File: config.mk
export PLATFORM = sky130hd
export DESIGN_NAME = crc16_frame_ctrl
export DESIGN_NICKNAME = d
export VERILOG_FILES = /design/src/rtl/crc16_frame_ctrl.sv
export SDC_FILE = /design/constraint.sdc
export NUM_CORES = 1
export LEC_CHECK = 0
export BUFFER_PORTS_ARGS = -buffer_cell sky130_fd_sc_hd__buf_2
export CAP_MARGIN = 10
export CORE_UTILIZATION = 50
export CTS_BUF_LIST = sky130_fd_sc_hd__clkbuf_8
export DETAILED_ROUTE_END_ITERATION = 16
export PLACE_DENSITY = 0.78
export SLEW_MARGIN = 10
export SYNTH_ARGS = -nofsm -noshare
export SYNTH_HDL_FRONTEND = slang
export SYNTH_SLANG_ARGS = --single-unit
File: constraint.sdc
create_clock -name clk -period 2.1 [get_ports clk]
set_clock_uncertainty 0.05 [all_clocks]
set_input_delay 0 -clock clk [delete_from_list [all_inputs] [get_ports clk]]
set_output_delay 0 -clock clk [all_outputs]
set_load 0.01 [all_outputs]
File: src/rtl/crc16_frame_ctrl.sv
// Frame sequencer for an 8-bit-parallel CRC-16 engine: it forwards the payload,
// clears the engine, waits out the engine latency and appends CRC (MSB byte first).
module crc16_frame_ctrl #(
   parameter int MAX_LEN = 256,
   parameter int LEN_W   = 9,
   parameter int CLR_CYC = 2,
   parameter int ENG_LAT = 2
) (
   input  logic             clk,
   input  logic             rst,
   input  logic             s_valid,
   output logic             s_ready,
   input  logic [7:0]       s_data,
   input  logic             s_last,
   output logic             m_valid,
   input  logic             m_ready,
   output logic [7:0]       m_data,
   output logic             m_last,
   output logic             eng_rst_n,
   output logic [7:0]       eng_data,
   output logic             eng_valid,
   input  logic [15:0]      eng_crc,
   output logic             busy,
   output logic [LEN_W-1:0] frame_len,
   output logic             len_err,
   output logic             frame_done
);

   // state  | meaning
   // IDLE   | no frame; first s_valid starts a frame
   // CLEAR  | engine held in clear for CLR_CYC cycles
   // DATA   | payload passed through to downstream and engine
   // DRAIN  | frame over length; remaining bytes accepted and dropped
   // WAIT   | ENG_LAT cycles for engine result to settle
   // CRC_HI | emit crc_q[15:8]
   // CRC_LO | emit crc_q[7:0] with m_last
   typedef enum logic [2:0] {
      IDLE   = 3'd0,
      CLEAR  = 3'd1,
      DATA   = 3'd2,
      DRAIN  = 3'd3,
      WAIT   = 3'd4,
      CRC_HI = 3'd5,
      CRC_LO = 3'd6
   } state_t;

   localparam int TMR_MAX = (CLR_CYC > ENG_LAT) ? CLR_CYC : ENG_LAT;
   localparam int TMR_W   = (TMR_MAX > 1) ? $clog2(TMR_MAX) : 1;
   localparam logic [TMR_W-1:0] CLR_LOAD = TMR_W'(CLR_CYC - 1);
   localparam logic [TMR_W-1:0] LAT_LOAD = TMR_W'(ENG_LAT - 1);
   localparam logic [LEN_W-1:0] LAST_IDX = LEN_W'(MAX_LEN - 1);

   state_t           state;
   state_t           state_nx;
   logic [TMR_W-1:0] tmr;
   logic             tmr_tc;
   logic [LEN_W-1:0] count;
   logic [15:0]      crc_q;
   logic             u;
   logic             d;

   assign tmr_tc   = (tmr == '0);
   assign u        = s_valid & s_ready;
   assign d        = m_valid & m_ready;
   assign eng_data = s_data;

   always_ff @(posedge clk) begin
      if (rst) begin
         state <= IDLE;
      end else begin
         state <= state_nx;
      end
   end

   always_comb begin
      state_nx = state;
      case (state)
         IDLE:   if (s_valid) state_nx = CLEAR;
         CLEAR:  if (tmr_tc) state_nx = DATA;
         DATA: begin
            if (u) begin
               if (s_last) begin
                  state_nx = WAIT;
               end else if (count == LAST_IDX) begin
                  state_nx = DRAIN;
               end
            end
         end
         DRAIN:  if (u && s_last) state_nx = WAIT;
         WAIT:   if (tmr_tc) state_nx = CRC_HI;
         CRC_HI: if (d) state_nx = CRC_LO;
         CRC_LO: if (d) state_nx = IDLE;
         default: state_nx = IDLE;
      endcase
   end

   // Engine clear is forced during reset so the engine never sees a stale frame.
   always_comb begin
      s_ready    = 1'b0;
      m_valid    = 1'b0;
      m_data     = 8'h00;
      m_last     = 1'b0;
      eng_valid  = 1'b0;
      eng_rst_n  = ~rst;
      busy       = (state != IDLE);
      frame_done = 1'b0;
      case (state)
         CLEAR: eng_rst_n = 1'b0;
         DATA: begin
            s_ready   = m_ready;
            m_valid   = s_valid;
            m_data    = s_data;
            eng_valid = s_valid & m_ready;
         end
         DRAIN: s_ready = 1'b1;
         CRC_HI: begin
            m_valid = 1'b1;
            m_data  = crc_q[15:8];
         end
         CRC_LO: begin
            m_valid    = 1'b1;
            m_data     = crc_q[7:0];
            m_last     = 1'b1;
            frame_done = m_ready;
         end
         default: ;
      endcase
   end

   // Shared down-counter times both the clear window and the engine latency.
   always_ff @(posedge clk) begin
      if (rst) begin
         tmr       <= '0;
         count     <= '0;
         crc_q     <= 16'h0000;
         frame_len <= '0;
         len_err   <= 1'b0;
      end else begin
         case (state)
            IDLE: begin
               if (s_valid) begin
                  tmr     <= CLR_LOAD;
                  count   <= '0;
                  len_err <= 1'b0;
               end
            end
            CLEAR: if (!tmr_tc) tmr <= tmr - TMR_W'(1);
            DATA: begin
               if (u) begin
                  count <= count + LEN_W'(1);
                  if (s_last) begin
                     tmr <= LAT_LOAD;
                  end else if (count == LAST_IDX) begin
                     len_err <= 1'b1;
                  end
               end
            end
            DRAIN: if (u && s_last) tmr <= LAT_LOAD;
            WAIT: begin
               if (tmr_tc) begin
                  crc_q <= eng_crc;
               end else begin
                  tmr <= tmr - TMR_W'(1);
               end
            end
            CRC_LO: if (d) frame_len <= count;
            default: ;
         endcase
      end
   end

endmodule

==> flow_summary_export.csv, run 1 <==
group,metric,value,unit
timing,fin_crit_sh,87.2,%
timing,finalHoldViolations,0,
clock_network,root_buffer,"clkbuf_8",
critical_path,max_stage_delay,0.64,ns
synthesis,ys_warn_count,0,
power_and_ir_drop,switching_share,36.9,%
hold_path,hold_class,"in2reg",
floorplanning,dieArea,4070,um2
detailed_routing,route.vias.total,2017,
grt,grt_start_max_net_pins,37,
grt,grt.busiest_layer,"met2",
cells_and_area,area_delta_synth_final,27.9,%
power_and_ir_drop,leakagePower,0.978,nW
grt,overflow,0,
cells_and_area,fin_util,66.8,%
grt,grt_pass1_vias,1881,
placed_design,placed_area,2190,um2
detailed_routing,wl_per_cell,12.2,um
critical_path,r2r_start,"state[2]$_SDFFE_PP0P_",
cells_and_area,final_common_cell,"nand2_1",
synthesis,synth_seq_area_share,40.8,%
synthesis,avgSynthCellArea,7.41,um2
floorplanning,start_util,52.2,%
critical_path,path_depth,4,
clock_network,clk_pin_slew,0.07,ns
detailed_routing,detail-route-antenna-nets,0,
synthesis,synth_cell_types,37,
critical_path,cpLargestDelayFamily,"flip-flops",
timing,min_period,1.83,ns
synthesis,synth_area,1910,um2
synthesis,synthArstFlopShare,0,%
floorplanning,die_h,63.8,um
floorplanning,rows,22,
cells_and_area,final_cell_mix,"74 x nand2_1, 61 x buf_2, 38 x dfxtp_1, 33 x a21oi_1, 17 x dlygate4sd3_1",
detailed_routing,drt_iter0_drc,78,
critical_path,worstPathCellList,"and2_1 > nand2_1 > inv_2 > buf_2",
power_and_ir_drop,powerDensity,842,nW/um2
cells_and_area,stdcell_area,2450,um2
timing,setup-tns-final,0,ns
power_and_ir_drop,vdd_drop_max,523,uV
power_and_ir_drop,pwr-share-comb,34.3,%
detailed_routing,first_pass_iters,4,
synthesis,yosysTopAreaCell,"dfxtp_1",
power_and_ir_drop,power_frac_seq,42.7,%
cells_and_area,final_nets,357,
synthesis,synth_fp_nets,289,
placed_design,place.gp.congestion,0.889,
critical_path,critPathLaunchType,"register",
critical_path,arrival,1.78,ns
cells_and_area,antenna-diode-count,0,
hold_path,holdPathStages,4,
placed_design,port_buffers,61,
floorplanning,io_pins,62,
clock_network,clock_sinks,39,
critical_path,startpoint,"state[2]$_SDFFE_PP0P_",
clock_network,cts_tree,"yes",
critical_path,required,2.05,ns
synthesis,synth.area.top_cells,"dfxtp_1 41%, nand2_1 15%, a21oi_1 8.6%",
grt,grt_util_met1,27.2,%
grt,globalRouteMet3Util,5.18,%
clock_network,insertion_delay,0.29,ns
synthesis,synth_flop_cell,"dfxtp_1",
grt,antenna_found_initial,0,
clock_network,clockBufferDepth,2,
power_and_ir_drop,clkPwrFrac,23.0,%
critical_path,cp.buffers_inverters,2,
power_and_ir_drop,internal_power,1.30,mW
critical_path,rr_worst_depth,3,
detailed_routing,wl,4580,um
cells_and_area,layout-drive-gt1-share,23.9,%
synthesis,synth_edf_count,0,
timing,setup_viol,0,
critical_path,reg2reg_slack,0.29,ns
power_and_ir_drop,p_sw,0.760,mW
grt,grt_util_met2,42.4,%
critical_path,critPathCaptureType,"output port",
clock_network,numCtsBuffers,5,
floorplanning,core,3660,um2
placed_design,dp_cells,350,
timing,fmax,546,MHz
timing,tightest_slew,0.644,ns
detailed_routing,detail_route.drc_violations,0,
cells_and_area,finalNonFillerCells,375,
critical_path,critPathKind,"reg2out",
grt,grt_pass1_wl,7740,um
clock_network,cts_max_level,2,
floorplanning,die_w,63.8,um
timing,rsz0062_at_grt,"no",
critical_path,crit_fanout,16,
detailed_routing,vias_per_cell,5.38,
synthesis,synth_cells,258,
synthesis,synth_top_area_share,40.8,%
timing,slew_viol_final,0,
critical_path,slowest_stage,"dfxtp_1",
timing,maxSlewHeadroom,56.9,%
placed_design,dp_hpwl,3080,um
job,maxCapViolCount,0,
grt,grt_usage,24.2,%
synthesis,synth_seq_cells,39,
run_status,outcome,"finished, final reports clean",
hold_path,hp-start,"s_valid",
## flip-flops by register name (all words and copies together) (netlist names)
register   cells
crc_q         16
count          9
frame_len      9
state          3
len_err        1
tmr            1
## cell usage after synthesis, types with 4 or more instances
library cell  instances
o21ai_0              15
nor2_1               11
a22oi_1               8
inv_1                 7
nand2_1              74
a21oi_1              33
buf_4                 8
nand4_1               5
o211ai_1              4
buf_2                 7
clkbuf_1              6
or3_1                 6
dfxtp_1              39
## worst reg2reg max path, cell delays in order, from the launching register on
cell     delay, ns
dfxtp_1       0.64
nand4_1       0.64
nand2_1       0.25
a21oi_1       0.09
## cells by family after synthesis
group / Yosys count / synth area share (%)
XOR/XNOR: 3 / 1.37
adder cells (fa/ha/maj): 2 / 1.31
multiplexers: 1 / 0.589
AND/OR/NAND/NOR: 113 / 26.8
AO/OA/AOI/OAI: 69 / 20.9
flip-flops: 39 / 40.8
buffers and inverters: 31 / 8.12
## per-layer routing
metal | part of all wire [%] | wire length [um]
met4 | 2.1 | 98
met3 | 5.8 | 264
met5 | 0 | 0
met2 | 47 | 2160
met1 | 45 | 2060
## path summary, 6_finish.rpt
kind	end
worst max-delay path	frame_done
worst min-delay path	count[2]$_SDFFE_PP0P_
worst max register to register	crc_q[14]$_SDFFE_PP0P_
worst min register to register	frame_len[3]$_SDFFE_PP0P_
## cell type report
type	instances	area, um2
Clock inverter	3	12.5
Clock buffer	5	68.8
Sequential cell	39	782
Tap cell	48	60.1
Fill cell	300	1210
Multi-Input combinational cell	188	976
Timing Repair Buffer	83	513
Inverter	9	33.8
## power groups by stage
stage / clock network [mW] / registers, mW / logic [mW]
2_1_floorplan: 0 / 0.841 / 0.501
3_3_place_gp: 0 / 0.890 / 0.671
3_5_place_dp: 0 / 0.890 / 0.676
4_1_cts: 0.488 / 0.874 / 0.705
5_1_grt: 0.517 / 0.887 / 0.786
6_report: 0.474 / 0.878 / 0.707
## metrics by stage
stage	setup WS [ns]	power [mW]	hold slack [ns]
2_1_floorplan	0.489	1.34	0.0418
3_3_place_gp	0.342	1.56	0.147
3_5_place_dp	0.306	1.57	0.146
5_1_grt	0.0535	2.19	0.133
6_report	0.270	2.06	0.0987
4_1_cts	0.106	2.07	0.0824
## repair_timing
| item | 4_1_cts | 5_1_grt |
|---|---|---|
| resized for setup | 0 | 1 |
| hold endpoints to repair | 17 | 0 |
| setup buffers | 0 | 0 |
| hold buffers | 17 | 0 |
| setup endpoints to repair | 0 | 7 |
Note: power is estimated with default switching activity, not from simulation.
==> run 2, diff against run 1 <==
PLACE_DENSITY = 0.79   (was 0.78)
SLEW_MARGIN = 40   (was 10)
==> flow_summary_export.csv, run 2 (same netlist as run 1, synthesis figures left out) <==
group,metric,value,unit
run_status,outcome,"finished, final reports clean",
timing,finalHoldViolations,0,
hold_path,holdPathStages,4,
timing,fin_ws,0.219,ns
clock_network,cts_tree,"yes",
detailed_routing,detail_route.drc_violations,0,
timing,min_period,1.88,ns
cells_and_area,fin_util,67.0,%
detailed_routing,wl,4590,um
critical_path,required,2.05,ns
clock_network,numCtsBuffers,5,
cells_and_area,layout-drive-gt1-share,23.9,%
cells_and_area,antenna-diode-count,0,
power_and_ir_drop,p_sw,0.758,mW
floorplanning,die_w,63.8,um
detailed_routing,first_pass_iters,5,
clock_network,clockBufferDepth,2,
critical_path,critPathLaunchType,"register",
placed_design,dp_cells,350,
critical_path,crit_fanout,14,
placed_design,dp_hpwl,3070,um
floorplanning,rows,22,
grt,grt_pass1_wl,7510,um
critical_path,critPathKind,"reg2out",
power_and_ir_drop,switching_share,36.5,%
power_and_ir_drop,pwr-share-comb,32.8,%
floorplanning,start_util,52.2,%
floorplanning,io_pins,62,
timing,maxSlewHeadroom,56.5,%
clock_network,clock_sinks,39,
cells_and_area,stdcell_area,2450,um2
detailed_routing,wl_per_cell,12.3,um
critical_path,critPathCaptureType,"output port",
clock_network,postCtsSetupBuffers,0,
grt,grt_start_max_net_pins,36,
grt,grt_pass1_vias,1740,
timing,setup_viol,0,
detailed_routing,detail-route-antenna-nets,0,
floorplanning,dieArea,4070,um2
grt,grt_usage,23.1,%
placed_design,pre_cts_ws,0.311,ns
floorplanning,die_h,63.8,um
timing,holdWs,0.0826,ns
cells_and_area,reg_top3,"crc_q x16, count x9, frame_len x9",
floorplanning,core,3660,um2
critical_path,reg2reg_slack,0.28,ns
clock_network,cts.repair.resized,0,
detailed_routing,drt_iter0_drc,148,
cells_and_area,final_nets,357,
timing,setup-tns-final,0,ns
placed_design,placed_area,2190,um2
cells_and_area,largest_register_ffs,16,
power_and_ir_drop,vdd_drop_max,835,uV
placed_design,place.gp.congestion,0.879,
job,maxCapViolCount,0,
clock_network,insertion_delay,0.29,ns
cells_and_area,final_cell_mix,"74 x nand2_1, 61 x buf_2, 39 x dfxtp_1, 33 x a21oi_1, 17 x dlygate4sd3_1",
timing,slew_viol_final,0,
power_and_ir_drop,total_power,2.08,mW
cells_and_area,area_delta_synth_final,28.2,%
hold_path,hold_class,"in2reg",
timing,fmax,532,MHz
placed_design,port_buffers,61,
timing,rsz0062_at_grt,"no",
grt,antenna_found_initial,0,
timing,tightest_slew,0.651,ns
clock_network,cts_max_level,2,
critical_path,arrival,1.83,ns
timing,fin_crit_sh,89.6,%
clock_network,clk_pin_slew,0.07,ns
cells_and_area,final_common_cell,"nand2_1",
power_and_ir_drop,internal_power,1.32,mW
clock_network,root_buffer,"clkbuf_8",
grt,overflow,0,
detailed_routing,route.vias.total,1965,
power_and_ir_drop,clkPwrFrac,24.2,%
cells_and_area,top_register,"crc_q",
power_and_ir_drop,leakagePower,0.974,nW
critical_path,rr_worst_depth,3,
cells_and_area,finalNonFillerCells,374,
detailed_routing,vias_per_cell,5.25,
power_and_ir_drop,power_frac_seq,43.0,%
power_and_ir_drop,powerDensity,849,nW/um2
-- run 2: changes by cell type in the layout (fill, tap and decap cells not counted), sizes merged --
cell	change
inv	-2
clkbuf	+1
-- run 2: power groups by stage --
stage / logic, mW / clock network (mW) / registers [mW]
finish: 0.683 / 0.503 / 0.893
global route: 0.750 / 0.547 / 0.906
CTS: 0.676 / 0.513 / 0.891
detailed placement: 0.649 / 0 / 0.909
global placement: 0.642 / 0 / 0.908
floorplan: 0.501 / 0 / 0.841
-- run 2: layer usage --
| layer | up-vias | wire length (um) | track usage [%] |
|---|---|---|---|
| met5 | - | 0 | 0 |
| met4 | 0 | 46 | 5.97 |
| met3 | 6 | 320 | 4.82 |
| li1 | 1013 | - | - |
| met2 | 85 | 2120 | 39.9 |
| met1 | 861 | 2100 | 29.0 |
-- run 2: critical path, cell delays in order, from the launching register on --
cell,delay (ns)
dfxtp_1,0.65
nor2b_1,0.23
buf_4,0.22
a22oi_1,0.09
o21ai_0,0.18
buf_2,0.17
-- run 2: repair_timing --
| item | in CTS | in global routing |
|---|---|---|
| endpoints found under the hold margin | 17 | 0 |
| hold buffers | 17 | 0 |
| endpoints found under the setup margin | 0 | 0 |
-- run 2: cell type report --
type	count	area [um2]
clock inverter	1	5.00
sequential	39	781
tap	48	60.1
timing repair buffer	83	513
multi-input combinational	188	976
fill	323	1210
inverter	9	33.8
clock buffer	6	82.6
-- run 2: final timing paths --
| kind | endpoint | startpoint |
|---|---|---|
| min | state[2]$_SDFFE_PP0P_ | m_ready |
| max reg2reg | crc_q[6]$_SDFFE_PP0P_ | state[2]$_SDFFE_PP0P_ |
| min reg2reg | frame_len[6]$_SDFFE_PP0P_ | frame_len[6]$_SDFFE_PP0P_ |
| max | m_data[5] | state[0]$_SDFFE_PP0P_ |
